<file path="config.mk">
export PLATFORM = sky130hd
export DESIGN_NAME = sync_fifo
export DESIGN_NICKNAME = d
export VERILOG_FILES = /design/src/rtl/sync_fifo.sv
export SDC_FILE = /design/constraint.sdc
export NUM_CORES = 1
export LEC_CHECK = 0
export ABC_AREA = 1
export CAP_MARGIN = 25
export CORE_ASPECT_RATIO = 0.5
export CORE_MARGIN = 3
export CORE_UTILIZATION = 60
export CTS_BUF_LIST = sky130_fd_sc_hd__clkbuf_8 sky130_fd_sc_hd__clkbuf_16
export CTS_CLUSTER_DIAMETER = 100
export DETAILED_ROUTE_END_ITERATION = 10
export PLACE_DENSITY = 0.78
export SLEW_MARGIN = 25
export SYNTH_ARGS = -nofsm -noshare
export SYNTH_HDL_FRONTEND = slang
export SYNTH_SLANG_ARGS = --single-unit
</file>
<file path="constraint.sdc">
create_clock -name CLK -period 4.85 [get_ports CLK]
set_input_delay 0.485 -clock CLK [delete_from_list [all_inputs] [get_ports CLK]]
set_output_delay 0.485 -clock CLK [all_outputs]
set_load 0.02 [all_outputs]
</file>
<file path="src/rtl/sync_fifo.sv">
// Single-clock byte FIFO with registered read data, occupancy count and
// sticky overflow/underflow debug flags.
module sync_fifo #(
  parameter  int DATA_WIDTH = 8,
  parameter  int DEPTH      = 8,
  localparam int ADDR_WIDTH = $clog2(DEPTH)
) (
  input  logic                  CLK,
  input  logic                  RST,
  input  logic                  write,
  input  logic                  read,
  input  logic [DATA_WIDTH-1:0] iData,
  output logic [DATA_WIDTH-1:0] oData,
  output logic                  full,
  output logic                  empty,
  output logic [ADDR_WIDTH:0]   count,
  output logic                  overflow,
  output logic                  underflow
);

  localparam logic [ADDR_WIDTH:0] LP_FULL = (ADDR_WIDTH+1)'(DEPTH);

  logic [DATA_WIDTH-1:0] r_mem [DEPTH];
  logic [ADDR_WIDTH-1:0] r_wptr;
  logic [ADDR_WIDTH-1:0] r_rptr;
  logic [ADDR_WIDTH:0]   r_count;
  logic [DATA_WIDTH-1:0] r_odata;
  logic                  r_ovf;
  logic                  r_unf;
  logic                  w_empty;
  logic                  w_full;
  logic                  w_rd_ok;
  logic                  w_wr_ok;

  always_comb begin
    w_empty = (r_count == '0);
    w_full  = (r_count == LP_FULL);
    w_rd_ok = read & ~w_empty;
    // A pop on a full FIFO frees the slot the simultaneous push lands in.
    w_wr_ok = write & (~w_full | w_rd_ok);
  end

  // Storage is deliberately not reset; reset only blocks a write in that cycle.
  always_ff @(posedge CLK) begin
    if (!RST && w_wr_ok) r_mem[r_wptr] <= iData;
  end

  always_ff @(posedge CLK) begin
    if (RST) begin
      r_wptr  <= '0;
      r_rptr  <= '0;
      r_count <= '0;
      r_odata <= '0;
      r_ovf   <= 1'b0;
      r_unf   <= 1'b0;
    end else begin
      if (w_wr_ok) r_wptr <= r_wptr + 1'b1;
      if (w_rd_ok) begin
        r_rptr  <= r_rptr + 1'b1;
        r_odata <= r_mem[r_rptr];
      end
      case ({w_wr_ok, w_rd_ok})
        2'b10:   r_count <= r_count + 1'b1;
        2'b01:   r_count <= r_count - 1'b1;
        default: r_count <= r_count;
      endcase
      if (write && !w_wr_ok) r_ovf <= 1'b1;
      if (read && w_empty)   r_unf <= 1'b1;
    end
  end

  assign oData     = r_odata;
  assign count     = r_count;
  assign full      = w_full;
  assign empty     = w_empty;
  assign overflow  = r_ovf;
  assign underflow = r_unf;

endmodule

</file>
## After elaboration in Yosys (flattened, before gate mapping)

Memory sizes are Yosys's and may differ from the RTL's. A register that Yosys moved wholly into a read port is not among the register bits.
Index checks and enable logic that the tools add are counted.

- Logic and storage cells: 28
- Memories: 1
- Output and inout bits: 16
- Bits in writable memories: 64
- Bits of input ports: 12
- Register bits: 12

Memories:

| name | depth | bits a word | read ports | clocked after memory_dff | wr ports | RTL line | source |
|---|---|---|---|---|---|---|---|
| r_mem | 8 | 8 | 1 | 1 | 1 | 23 | `logic [DATA_WIDTH-1:0] r_mem [DEPTH];` |

- Muxes and demuxes: 3
- Bitwise logic cells: 5
- Reductions and logical operators: 7
- Equal/unequal tests: 3
- $add $sub $neg: 4

Operators with widths:

| operator | count |
|---|---|
| $pmux W4 S2 | 1 |
| $add A3 B1 Y3 const B | 2 |
| $add A4 B1 Y4 const B | 1 |
| $eq A4 B4 Y1 const B | 1 |
| $logic_not A4 Y1 | 1 |
| $sub A4 B1 Y4 const B | 1 |
| $logic_and A1 B1 Y1 | 3 |
| $and A1 B1 Y1 | 2 |
| $eq A2 B1 Y1 const B | 1 |
| $eq A2 B2 Y1 const B | 1 |
| $logic_not A1 Y1 | 2 |
| $mux W1 | 2 |
| $not A1 Y1 | 2 |
| $reduce_bool A2 Y1 | 1 |
| $or A1 B1 Y1 | 1 |

## Depth between registers and ports, before layout

- Word-level depth: 8
- Depth in mapped cells: 13
- Gate-level depth less buffers: 13

## Worst setup path before layout

OpenSTA, ideal clock, no wires.

- Path kind: reg2reg
- Start point: register r_count[0] (netlist: count[0])
- End point: register r_count[3] (netlist: count[3])
- Required time: 4776 ps
- Setup time: 74 ps
- Path buffers: 0
- Slack: 2757 ps
- Data arrival time: 2020 ps
- Cell stages (with the launch flop): 13
- Period minus slack after synthesis: 2093 ps
- Path through: dfxtp_1 -> nor2_2 -> nand3_2 -> nand2_4 -> clkinv_2 -> ha_1 -> ha_1 -> or2_2 -> nand2_1 -> nand3_1 -> nand2_1 -> nand2_1 -> a21oi_1

- Longest elaborated chain between the ends: 7

RTL lines:

| item | RTL line | source |
|---|---|---|
| start: declaration | 26 | `logic [ADDR_WIDTH:0] r_count;` |
| start signal: assignment | 63 | `2'b10: r_count <= r_count + 1'b1;` |
| start signal: assignment | 64 | `2'b01: r_count <= r_count - 1'b1;` |
| start signal: assignment | 65 | `default: r_count <= r_count;` |
| $logic_not A4 Y1 (*) | 36 | `w_empty = (r_count == '0);` |
| $not A1 Y1 (*) | 38 | `w_rd_ok = read & ~w_empty;` |
| $and A1 B1 Y1 (*) | 38 |  |
| named net w_rd_ok | 32 | `logic w_rd_ok;` |
| $or A1 B1 Y1 | 40 | `w_wr_ok = write & (~w_full \| w_rd_ok);` |
| $and A1 B1 Y1 | 40 |  |
| $eq A2 B1 Y1 or $eq A2 B2 Y1 (tied branches) | 62 | `case ({w_wr_ok, w_rd_ok})` |
| $pmux W4 S2 or $reduce_bool A2 Y1 (tied branches) | -- |  |

The timed path passes the listed nets; every way through them passes the cells marked *.
A chain may end at the register's enable or synchronous reset.

## Final worst setup path

- Start point: input port RST
- End point: memory r_mem[1][1] (enable)

- Longest elaborated chain between the ends: 4

RTL lines:

| item | RTL line | source |
|---|---|---|
| start: declaration | 9 | `input logic RST,` |
| $logic_not A1 Y1 | 45 | `if (!RST && w_wr_ok) r_mem[r_wptr] <= iData;` |
| $logic_and A1 B1 Y1 | 45 |  |
| $mux W1 | 45 |  |
| $mux W1 (implied by the code) | 45 |  |
| end: declaration | 23 |  |

Every way passes these cells.

==> results.tsv <==
stage	metric	value	unit
run_status	outcome	complete, no violations	
final_layout	layout cells sized above 1	9.58	%
logic_synthesis	number of synthesized flops with an enable pin	64	
clocking	Clock Sink Count	84	
logic_synthesis	yosys synthesis warning count	0	
detailed_routing	antenna-violating nets left	0	
clocking	clock buffers created by TritonCTS	9	
place	Inst Count DP	475	
die	Chip Width	118	um
run	reported max-cap violation count	0	
die	initial cell density of the core	64.9	%
power	share of total power in the clock network	30.5	%
place	RD Place Congestion	0.906	
power	Net Sw Frac	34.3	%
logic_synthesis	fraction of registers with async set/reset	0	%
clocking	CTS H-tree lvls	3	
logic_synthesis	synthesized area	3730	um^2
global_routing	pin count of the biggest net entering global routing	35	
power	total internal power	1.45	mW
logic_synthesis	sequential share of the synthesized area	62.2	%
clocking	Reg clk slew, reported paths	0.06	ns
detailed_routing	routed wire length	8.61	mm
die	number of placed I/O pins	28	
power	net load switching power	0.761	mW
logic_synthesis	flip-flop and latch count after synthesis	84	
power	highest ir drop seen on vdd	0.433	mV
clocking	clock tree from TritonCTS	done	
power	Seq pwr share	41.5	%
final_layout	area delta synth->final	15.8	%
sta	Highest Clock Rate	416	MHz
sta	Clock Skews	0.0113	ns
logic_synthesis	most common cell in the netlist	nand2_1	
place	placement-stage cell area	4010	um^2
power	combinational share of power	28.0	%
sta	number of pins with negative max-slew slack in the final report	0	
clocking	clock root buffer	clkbuf_16	
global_routing	initial antenna violation count	0	
place	port buffer count	27	
clocking	post-CTS setup repair buffer count	0	
clocking	Clk Latency, worst-skew pair	0.34	ns
final_layout	NumNets Final	420	
logic_synthesis	number of distinct standard cells referenced by the synthesized netlist	31	
global_routing	global-route usage over all layers	25.2	%
logic_synthesis	post-synth top area share	51.5	%
min_path	Worst Hold Class	register to register	
setup_path	data required time at the worst endpoint	4.82	ns
final_layout	post-route cell area	4330	um^2
power	total leakage power	1.78	nW
detailed_routing	post-detailed-route wirelength per cell	17.5	um
setup_path	type of destination of the critical path	register	
detailed_routing	first-pass detailed-route iteration total	6	
setup_path	data arrival time of the critical path	2.38	ns
sta	Sum Neg Setup Slack	0	ns
clocking	hold buffer count at cts	0	
die	Row Count	19	
die	die area	7260	um^2
global_routing	first-pass GRT wire length	13.1	mm
sta	Final Hold Violating Endpoints	0	
sta	unrepaired setup endpoints after global routing	false	
sta	final period utilization	49.6	%
detailed_routing	detailed-route via count	2646	
detailed_routing	number of design-rule violations left by the first detailed-router iteration	224	
global_routing	overflow left after global routing	0	
detailed_routing	per-cell via count in the routed design	5.39	
logic_synthesis	primary flip-flop cell chosen by synthesis mapping	edfxtp_1	
sta	time the final worst path needs with I/O delays and setup	2.40	ns
die	area of the core	5750	um^2
logic_synthesis	total nets after synthesis	394	
clocking	Resized cells post-CTS	0	
logic_synthesis	cells taking the most area after synthesis	edfxtp_1 51%, dfxtp_1 11%, nand2_1 10%, nand3_1 6.8%, inv_1 6.2%	
final_layout	final antenna diode count	0	
setup_path	Critical Path Fanout Max	13	
logic_synthesis	Synth area leader	edfxtp_1	
final_layout	Post-Layout Cell Count	491	
logic_synthesis	Avg Synthesized Cell Area	9.93	um^2
sta	setup violation total in the final timing report	0	
power	Power per Cell Area	512	nW/um^2
sta	relative slew slack	48.0	%
global_routing	via count of the first global-routing pass	2504	
die	chip height	61.8	um
setup_path	kind of launch point of the worst setup path	primary input	
logic_synthesis	number of instances in the synthesized netlist	376	
logic_synthesis	Post-synth top cells	104 x nand2_1, 64 x edfxtp_1, 62 x inv_1, 51 x nand3_1, 20 x dfxtp_1	
place	HPWL after DPL	6.16	mm
setup_path	path type of the worst setup path	primary input to register	
clocking	number of buffers on the longest clock path	2	
sta	transition time at the pin with the least slew margin	0.780	ns
detailed_routing	DRC violation count after routing	0	
[power groups by stage]
stage	Sequential (mW)	Combinational, mW	Clock [mW]
floorplan	0.928	0.417	0
global placement	0.926	0.595	0
detailed placement	0.929	0.607	0
CTS	0.915	0.611	0.681
global route	0.924	0.678	0.717
finish	0.919	0.621	0.674
[cell type report]
cell class                      count  area (um^2)
Timing Repair Buffer               28          278
Inverter                           68          262
Clock inverter                      7         68.8
Tap cell                           84          105
Sequential cell                    84         2320
Fill cell                         375         1430
Clock buffer                        9          225
Multi-Input combinational cell    211         1060
[worst max-delay path, cell delays in order]
cell and delay [ns]:
clkdlybuf4s50_1 0.74, clkinv_1 0.35, nand3_2 0.18, nor2_1 0.62
[cells by family (layout without fill, tap and decap cells)]
family | count (synthesis) | count (layout) | share of synthesized area [%]
and+or+nand+nor | 176 | 176 | 20.9
buffers and inverters | 81 | 112 | 9.85
DFF | 84 | 84 | 62.2
AOI/OAI and AO/OA | 27 | 27 | 4.39
xor gates and xnor gates | 2 | 2 | 0.469
adders and majority gates | 6 | 6 | 2.21
[path summary, 6_finish.rpt]
kind	startpoint	to	slack [ns]	depth (start not counted)
max	RST	r_mem[1][1]	2.45	4
min	underflow	underflow	0.46	1
max reg2reg	count[3]	count[3]	2.53	12
min reg2reg	underflow	underflow	0.46	1
[placed cells by master, fill, tap and decap left out, drive strengths merged]
cell,count
nand2,107
nor4,1
nor2,8
nor3,5
nand4,1
clkbuf,9
bufinv,1
o21a,1
inv,67
fa,1
xnor2,1
dfxtp,20
a21oi,18
edfxtp,64
clkdlybuf4s50,27
buf,1
or2,1
o21ai,8
ha,5
nand3,53
xor2,1
clkinvlp,1
clkinv,6
[sequential cells by signal (all words and copies together) (netlist names)]
| register | count |
|---|---|
| underflow | 1 |
| count | 4 |
| r_rptr | 3 |
| r_wptr | 3 |
| overflow | 1 |
| r_mem | 64 |
| oData | 8 |
[layer usage]
| layer | track usage, % | share of wire, % |
|---|---|---|
| met2 | 41.1 | 45 |
| met1 | 32.2 | 43 |
| met3 | 9.95 | 12 |
| met5 | 0 | 0 |
| met4 | 8.00 | 0.16 |
[through the flow]
step           worst slack [ns]  power (mW)  util [%]  hold slack (ns)
2_1_floorplan              2.76        1.35         -            0.494
3_3_place_gp               2.09        1.52      69.7            0.447
3_5_place_dp               1.93        1.54      69.7            0.454
4_1_cts                    2.28        2.21      74.8            0.468
5_1_grt                    2.27        2.32      75.2            0.479
6_report                   2.45        2.21      75.2            0.463
Power figures use the tool's default switching activity.
